### src/rtl/plan_sequencer.sv
// Travel-plan sequencer: queues plan words and steps through their 2-bit maneuver
// codes on line gaps. Bumper hits pause motion until the bumper has stayed clear.
//
// state      | meaning
// -----------+----------------------------------------------------------------
// S_IDLE     | stopped, pops the next queued plan when one is available
// S_FOLLOW   | following the line, counting line-absent cycles for a gap
// S_MANEUVER | nav controller is executing mnv, waiting for mnv_done
// S_BLOCKED  | obstructed, buzzer on, waiting for CLR_CYC bump-free cycles
module plan_sequencer #(
    parameter int PLAN_W  = 16,
    parameter int DEPTH   = 4,
    parameter int GAP_CYC = 8,
    parameter int CLR_CYC = 16
) (
    input  logic                       clk,
    input  logic                       rst,
    input  logic [PLAN_W-1:0]          plan,
    input  logic                       plan_vld,
    input  logic                       line_present,
    input  logic                       bump,
    input  logic                       mnv_done,
    output logic                       go,
    output logic [1:0]                 mnv,
    output logic                       mnv_strt,
    output logic                       buzz_en,
    output logic                       plan_full,
    output logic [$clog2(DEPTH+1)-1:0] plan_cnt,
    output logic                       ovf,
    output logic                       idle
);
    localparam int CW    = $clog2(DEPTH+1);
    localparam int PW    = $clog2(DEPTH);
    localparam int STEPS = PLAN_W/2;
    localparam int SW    = $clog2(STEPS+1);
    localparam int GW    = $clog2(GAP_CYC+1);
    localparam int KW    = $clog2(CLR_CYC+1);
    localparam logic [CW-1:0] FULL_CNT = CW'(DEPTH);
    localparam logic [SW-1:0] LAST_STEP = SW'(STEPS);
    localparam logic [GW-1:0] GAP_LAST = GW'(GAP_CYC-1);
    localparam logic [KW-1:0] CLR_LAST = KW'(CLR_CYC-1);

    typedef enum logic [1:0] {S_IDLE, S_FOLLOW, S_MANEUVER, S_BLOCKED} state_t;

    state_t            state, state_nxt;
    logic              origin_man, origin_nxt;
    logic              done_seen, done_nxt;
    logic [PLAN_W-1:0] shift_q, shift_nxt;
    logic [SW-1:0]     step_q, step_nxt;
    logic [GW-1:0]     gap_q, gap_nxt;
    logic              armed_q, armed_nxt;
    logic [KW-1:0]     clr_q, clr_nxt;
    logic              go_nxt, strt_nxt, buzz_nxt, ovf_nxt, full_nxt;
    logic [1:0]        mnv_nxt;
    logic [CW-1:0]     cnt_nxt;
    logic              push, pop, gap_hit;

    logic [PLAN_W-1:0] mem [DEPTH];
    logic [PW-1:0]     wr_ptr, rd_ptr;

    always_comb begin
        state_nxt  = state;
        origin_nxt = origin_man;
        done_nxt   = done_seen;
        shift_nxt  = shift_q;
        step_nxt   = step_q;
        gap_nxt    = gap_q;
        armed_nxt  = armed_q | line_present;
        clr_nxt    = clr_q;
        go_nxt     = go;
        mnv_nxt    = mnv;
        strt_nxt   = 1'b0;
        buzz_nxt   = buzz_en;
        pop        = 1'b0;
        gap_hit    = 1'b0;

        case (state)
            S_IDLE: begin
                if (plan_cnt != '0) begin
                    pop       = 1'b1;
                    shift_nxt = mem[rd_ptr];
                    step_nxt  = '0;
                    gap_nxt   = '0;
                    go_nxt    = 1'b1;
                    state_nxt = S_FOLLOW;
                end
            end
            S_FOLLOW: begin
                // a qualified gap disarms counting until the line is seen again
                if (line_present || !armed_q) begin
                    gap_nxt = '0;
                end else if (gap_q == GAP_LAST) begin
                    gap_hit   = 1'b1;
                    gap_nxt   = '0;
                    armed_nxt = 1'b0;
                end else begin
                    gap_nxt = gap_q + GW'(1);
                end

                if (bump) begin
                    gap_nxt    = '0;
                    armed_nxt  = armed_q | line_present;
                    go_nxt     = 1'b0;
                    buzz_nxt   = 1'b1;
                    origin_nxt = 1'b0;
                    done_nxt   = 1'b0;
                    clr_nxt    = '0;
                    state_nxt  = S_BLOCKED;
                end else if (gap_hit) begin
                    if (shift_q[1:0] == 2'b00 || step_q == LAST_STEP) begin
                        go_nxt    = 1'b0;
                        state_nxt = S_IDLE;
                    end else begin
                        mnv_nxt   = shift_q[1:0];
                        strt_nxt  = 1'b1;
                        shift_nxt = shift_q >> 2;
                        step_nxt  = step_q + SW'(1);
                        state_nxt = S_MANEUVER;
                    end
                end
            end
            S_MANEUVER: begin
                gap_nxt = '0;
                if (bump) begin
                    go_nxt     = 1'b0;
                    buzz_nxt   = 1'b1;
                    origin_nxt = 1'b1;
                    done_nxt   = mnv_done;
                    clr_nxt    = '0;
                    state_nxt  = S_BLOCKED;
                end else if (mnv_done) begin
                    state_nxt = S_FOLLOW;
                end
            end
            S_BLOCKED: begin
                gap_nxt  = '0;
                done_nxt = done_seen | mnv_done;
                if (bump) begin
                    clr_nxt = '0;
                end else if (clr_q == CLR_LAST) begin
                    clr_nxt  = '0;
                    buzz_nxt = 1'b0;
                    go_nxt   = 1'b1;
                    // a maneuver finished while blocked resumes line following instead
                    if (origin_man && !done_nxt) begin
                        strt_nxt  = 1'b1;
                        state_nxt = S_MANEUVER;
                    end else begin
                        state_nxt = S_FOLLOW;
                    end
                end else begin
                    clr_nxt = clr_q + KW'(1);
                end
            end
            default: state_nxt = S_IDLE;
        endcase

        push    = plan_vld && (plan_cnt != FULL_CNT || pop);
        ovf_nxt = ovf | (plan_vld && !push);
        cnt_nxt = plan_cnt;
        if (push && !pop)
            cnt_nxt = plan_cnt + CW'(1);
        else if (pop && !push)
            cnt_nxt = plan_cnt - CW'(1);
        full_nxt = (cnt_nxt == FULL_CNT);
    end

    always_ff @(posedge clk) begin
        if (rst) begin
            state      <= S_IDLE;
            origin_man <= 1'b0;
            done_seen  <= 1'b0;
            shift_q    <= '0;
            step_q     <= '0;
            gap_q      <= '0;
            armed_q    <= 1'b1;
            clr_q      <= '0;
            wr_ptr     <= '0;
            rd_ptr     <= '0;
            plan_cnt   <= '0;
            plan_full  <= 1'b0;
            ovf        <= 1'b0;
            go         <= 1'b0;
            mnv        <= 2'b00;
            mnv_strt   <= 1'b0;
            buzz_en    <= 1'b0;
            idle       <= 1'b1;
        end else begin
            state      <= state_nxt;
            origin_man <= origin_nxt;
            done_seen  <= done_nxt;
            shift_q    <= shift_nxt;
            step_q     <= step_nxt;
            gap_q      <= gap_nxt;
            armed_q    <= armed_nxt;
            clr_q      <= clr_nxt;
            if (push) wr_ptr <= wr_ptr + PW'(1);
            if (pop)  rd_ptr <= rd_ptr + PW'(1);
            plan_cnt   <= cnt_nxt;
            plan_full  <= full_nxt;
            ovf        <= ovf_nxt;
            go         <= go_nxt;
            mnv        <= mnv_nxt;
            mnv_strt   <= strt_nxt;
            buzz_en    <= buzz_nxt;
            idle       <= (state_nxt == S_IDLE);
        end
    end

    always_ff @(posedge clk) begin
        if (!rst && push) mem[wr_ptr] <= plan;
    end
endmodule

### config.mk
export PLATFORM = sky130hd
export DESIGN_NAME = plan_sequencer
export DESIGN_NICKNAME = d
export VERILOG_FILES = /design/src/rtl/plan_sequencer.sv
export SDC_FILE = /design/constraint.sdc
export NUM_CORES = 1
export LEC_CHECK = 0
export ABC_AREA = 1
export BUFFER_PORTS_ARGS = -buffer_cell sky130_fd_sc_hd__buf_2
export CAP_MARGIN = 20
export CORE_MARGIN = 2
export CORE_UTILIZATION = 40
export CTS_CLUSTER_DIAMETER = 30
export CTS_CLUSTER_SIZE = 12
export DETAILED_ROUTE_END_ITERATION = 12
export PLACE_DENSITY = 0.55
export REMOVE_ABC_BUFFERS = 1
export SLEW_MARGIN = 10
export SYNTH_ARGS = -nofsm -noshare
export SYNTH_HDL_FRONTEND = slang
export SYNTH_SLANG_ARGS = --single-unit
export TNS_END_PERCENT = 100
### constraint.sdc
create_clock -name clk -period 6.6 [get_ports clk]
set_clock_uncertainty 0.05 [all_clocks]
set_input_delay 0.66 -clock clk [delete_from_list [all_inputs] [get_ports clk]]
set_output_delay 0.66 -clock clk [all_outputs]
set_load 0.02 [all_outputs]
## Word-level counts from Yosys, hierarchy flattened

Memories as Yosys holds them, arrays and structs flattened. A register that Yosys moved wholly into a read port is not among the register bits.
Index checks and enable logic that the tools add are counted.

- Flip-flop bits (word level): 49
- RAM bits: 64
- Input bits: 22
- Output and inout bits: 11
- Logic and storage cells: 146
- Memories kept: 1

Memories:

| name | words | width | rd ports | clocked after memory_dff | write ports | RTL line | text |
|---|---|---|---|---|---|---|---|
| mem | 4 | 16 | 1 | 1 | 1 | 58 | `logic [PLAN_W-1:0] mem [DEPTH];` |

- Add/subtract/negate cells: 7
- Eq/ne operators: 19
- Multiplexer cells: 65
- Bitwise logic cells: 5
- Reductions and logical operators: 31

Operators by type and width:

| operator | count |
|---|---|
| $mux W16 | 4 |
| $pmux W16 S2 | 1 |
| $mux W1 | 28 |
| $mux W4 | 7 |
| $mux W2 | 11 |
| $ne A2 B2 Y1 const B | 8 |
| $mux W5 | 3 |
| $pmux W4 S3 | 1 |
| $pmux W5 S2 | 1 |
| $ne A3 B3 Y1 const B | 3 |
| $add A4 B1 Y4 const B | 2 |
| $pmux W2 S4 | 1 |
| $pmux W4 S2 | 1 |
| $reduce_and A4 Y1 | 2 |
| $logic_and A1 B1 Y1 | 6 |
| $logic_not A2 Y1 | 3 |
| $mux W3 | 2 |
| $pmux W1 S2 | 3 |
| $reduce_and A3 Y1 | 2 |
| $reduce_and A6 Y1 | 1 |
| $reduce_bool A2 Y1 | 3 |
| $reduce_bool A3 Y1 | 2 |
| $add A5 B1 Y5 const B | 1 |
| $eq A5 B4 Y1 const B | 1 |
| 18 further kinds | 30 |

## Logic depth before layout (Yosys ltp)

- Depth in word-level cells: 10
- Gate-level depth with buffers: 11
- Depth with buffers taken out: 11

## Least setup slack after synthesis

OpenSTA, ideal clock, no wires.

- Path kind: reg2reg
- From: reg plan_cnt[0]
- To: mem mem[0][0], enable pin
- Setup time: 0.389 ns
- Arrival: 1.820 ns
- Required time: 6.161 ns
- Slack: 4.342 ns
- Cell stages (with the launch flop): 8
- Path buffers: 0
- Clock period less this slack: 2.258 ns
- Path through: dfxtp_1 -> inv_1 -> ha_1 -> nand3_1 -> nand2_1 -> inv_1 -> nand2_1 -> nor2_1

- Cells in the longest elaborated chain, start to end: 8
- Elaborated cells between the ends (all ways): 9
- Those cells by class: eq/ne: 1; mux: 4; reduce/logical: 4

Ends and longest elaborated chain:

| item | RTL line | text |
|---|---|---|
| start: declaration | 28 | `output logic [$clog2(DEPTH+1)-1:0] plan_cnt,` |
| start signal: assignment | 199 | `plan_cnt <= cnt_nxt;` |
| $reduce_bool A3 Y1 | 79 | `if (plan_cnt != '0) begin` |
| $mux W1 | 79 |  |
| $mux W1 | 77 | `case (state)` |
| $logic_or A1 B1 Y1 * | 158 | `push = plan_vld && (plan_cnt != FULL_CNT \|\| pop);` |
| $logic_and A1 B1 Y1 * | 158 |  |
| $logic_and A1 B1 Y1 * | 211 | `if (!rst && push) mem[wr_ptr] <= plan;` |
| $mux W1 * | 211 |  |
| $mux W1 (not written as such) * | 211 |  |
| end: declaration | 58 |  |

Mark *: on every way between the ends. The rest lies on a longest branch, timed or not.

## Worst setup path after layout

- From: reg state[1]
- To: reg step_q[0]

- Cells in the longest elaborated chain, start to end: 3
- Elaborated cells between the ends (all ways): 9
- Those cells by class: eq/ne: 5; mux: 1; reduce/logical: 3

Ends and longest elaborated chain:

| item | RTL line | text |
|---|---|---|
| start: declaration | 45 | `state_t state, state_nxt;` |
| start signal: assignment | 189 | `state <= state_nxt;` |
| $eq A2 B1 Y1 or $logic_not A2 Y1 (tied branches) | 77 |  |
| $ne A2 B2 Y1 (no source line) or $reduce_bool A2 Y1 (tied branches) | -- |  |
| $reduce_and A5 Y1 (no source line) | -- |  |
| end signal: assignment | 193 | `step_q <= step_nxt;` |
| end: declaration | 49 | `logic [SW-1:0] step_q, step_nxt;` |

Parallel ways exist; a longest one is shown, timed or not.
A chain may end at the register's enable or synchronous reset.

==> flow_summary.yaml <==
cts:
  cts_buffers: 17
  path_clk_slew_ns: 0.05
  hold_buffers: 0
  clock-sinks: 115
  cts_setup_buffers: 0
  clockRootBuffer: "clkbuf_16"
  clk_path_buf_depth: 2
  cts_resized: 0
  h-tree-depth: 4
  cts_tree: "done"
  insertion_delay_ns: 0.42
synthesis:
  ys_top_cells_by_area: "edfxtp_1, dfxtp_1, nor2_1, nand2_1, o21ai_0"
  syn-instance-count: 573
  syn_avg_cell_area_um2: 8.850
  synthMuxAreaShare_pct: 0
  synth.top_cell.area_share_pct: 37.90
  synth-simple-area-share_pct: 21.74
  synth_area_um2: 5071
  synth_xor_area_share_pct: 0.3454
  synth_commonest_cells: "nor2_1, nand2_1, edfxtp_1"
  synth_compound_area_share_pct: 9.697
  yosys_warnings: 0
  synth_top_area_cell: "edfxtp_1"
  post-synth-top-count-cell: "nor2_1"
  synth_top_family_by_area: "simple AND/OR/NAND/NOR gates"
  synthAdderAreaFrac_pct: 3.948
  seq_area_frac_synth_pct: 58.03
  yosysUniqueCellTypes: 31
  synth-async-reset-ratio_pct: 0
  synth_ff_type: "edfxtp_1"
  synth-seq-cells: 115
  synth_edf_count: 64
power:
  pwr_density_cell_nw_per_um2: 433.6
  total_power_w: 0.002577
  p_leak_nw: 2.437
  max-vdd-ir-drop_v: 0.0002286
flow_run:
  drv_cap: 0
global_route:
  grt_usage_pct: 16.54
  antenna_found_initial: 0
  grt_pass1_vias: 3539
  overflow: 0
  grt_max_degree: 34
  grt_pass1_wl_um: 16990
die:
  die_y_um: 116.6
  die-area_um2: 13590
  core_area_um2: 12520
  rows: 41
  ios: 33
  start_util_pct: 40.51
  die_x_um: 116.6
sta:
  rsz0062_at_grt: "no"
  hold_slack_ns: 0.3985
  tightest_slew_ns: 0.8395
  maxSlewViolCount: 0
  post-route-min-period_ns: 2.734
  maxSlewHeadroom_pct: 43.97
  setup_viol: 0
  setup_tns_ns: 0
  fmax_mhz: 365.8
  hold_viol_final: 0
  period_share_pct: 41.42
  fin_ws_ns: 3.866
place:
  hpwl_um: 6617
  io_buffers: 32
  gp_congestion: 0.8534
  pre_cts_ws_ns: 3.829
setup_path:
  arrival_ns: 3.02
  crit_family: "adder cells"
  cp_slowest_cell: "ha_1"
  startpoint_type: "register"
  endpoint_kind: "register"
  crit_fanout: 23
  cp.required_ns: 6.89
  startpoint: "state[1]"
  slowest_delay_ns: 0.73
  crit_type: "register to register"
  cp_num_buf_inv: 2
  r2r_start: "state[1]"
  path_cells: "inv_1 -> ha_1 -> o21ai_0 -> nor2_1 -> nand3_2 -> inv_2 -> nand3_1 -> a21oi_1"
detailed_routing:
  wl_per_cell_um: 12.86
  first_pass_iters: 5
  avgViaCountPerCell: 4.718
  detail_route.iter0.violations: 226
  routed_wl_um: 10210
  antenna_left: 0
  via_count: 3746
  drc_errors: 0
min_path:
  hold_class: "register to register"
  min-delay-start: "ovf"
cells_and_area:
  fillers: 1231
  fin_nets: 647
  diodes: 0
  synthToLayoutAreaGrowth_pct: 17.17
  postLayoutCoreUtil_pct: 47.47
  drive_gt1_share_pct: 12.22
run_status:
  status: "complete, no violations"
==> report_power, final <==
group          switching, W  internal, W
clock network      0.000344     0.000538
registers         0.0000557     0.000851
logic              0.000546     0.000242
==> through the flow <==
stage	instance area, µm²	cells
after floorplan	4946	553
after global placement	5359	762
after detailed placement	5359	762
after CTS	5942	794
after global routing	5942	794
final	5942	794
==> registers in the layout, summed over array words and instances (netlist names), 2 cells and up, named ones only <==
name      cells
mem          64
shift_q      16
mnv           2
clr_q         5
step_q        4
rd_ptr        2
wr_ptr        2
state         2
gap_q         4
plan_cnt      3
==> cell families (layout without fill, tap and decap cells) <==
| group | Yosys count | in the layout |
|---|---|---|
| DFF | 115 | 115 |
| and+or+nand+nor | 274 | 274 |
| AOI/OAI and AO/OA | 95 | 95 |
| buffers and inverters | 71 | 120 |
| xor gates and xnor gates | 2 | 2 |
| adders and majority gates | 16 | 16 |
==> placed cells by master (no fill, tap or decap), types with 2 or more instances in the layout <==
cell type     n
inv_6         5
nand3_1      22
a21oi_1      24
clkinv_1      2
nand2_2       2
buf_2        32
o21ai_0      63
nand3_2       2
nor2_1      120
clkbuf_16    17
clkinv_4      5
inv_1        47
ha_1         16
o22ai_1       2
xor2_1        2
clkinvlp_4    2
nor3_1        3
dfxtp_1      51
nand4_1       3
a211oi_1      3
edfxtp_1     64
nand2_1     118
inv_2         2
buf_4         5
==> metal layers <==
| metal | GRT usage [%] | part of all wire, % | up-vias |
|---|---|---|---|
| met5 | 0 | 0 | - |
| met4 | 8.549 | 1.9 | 0 |
| met3 | 4.567 | 4.0 | 15 |
| met2 | 25.89 | 47 | 72 |
| met1 | 21.04 | 47 | 1702 |
| li1 | - | - | 1957 |
==> final cells by class <==
| cell class | instances | area, µm² | area share (%) |
|---|---|---|---|
| Clock buffer | 18 | 439.2 | 7.391 |
| Clock inverter | 14 | 143.9 | 2.422 |
| Inverter | 51 | 191.4 | 3.222 |
| Multi-Input combinational cell | 387 | 1812 | 30.49 |
| Sequential cell | 115 | 2943 | 49.53 |
| Tap cell | 172 | 215.2 | 3.622 |
| Timing Repair Buffer | 37 | 197.7 | 3.327 |
==> worst paths after layout <==
check | to | slack (ns) | depth (start not counted)
setup / recovery | step_q[0] | 3.87 | 8
hold / removal | ovf | 0.40 | 2
setup reg to reg | step_q[0] | 3.87 | 8
hold reg to reg | ovf | 0.40 | 2
==> tightest hold or removal path, cell delays in order (launching register included) <==
cell and delay [ns]:
dfxtp_1 0.30, inv_1 0.05, a21oi_1 0.05
Note: power is estimated with default switching activity, not from simulation.
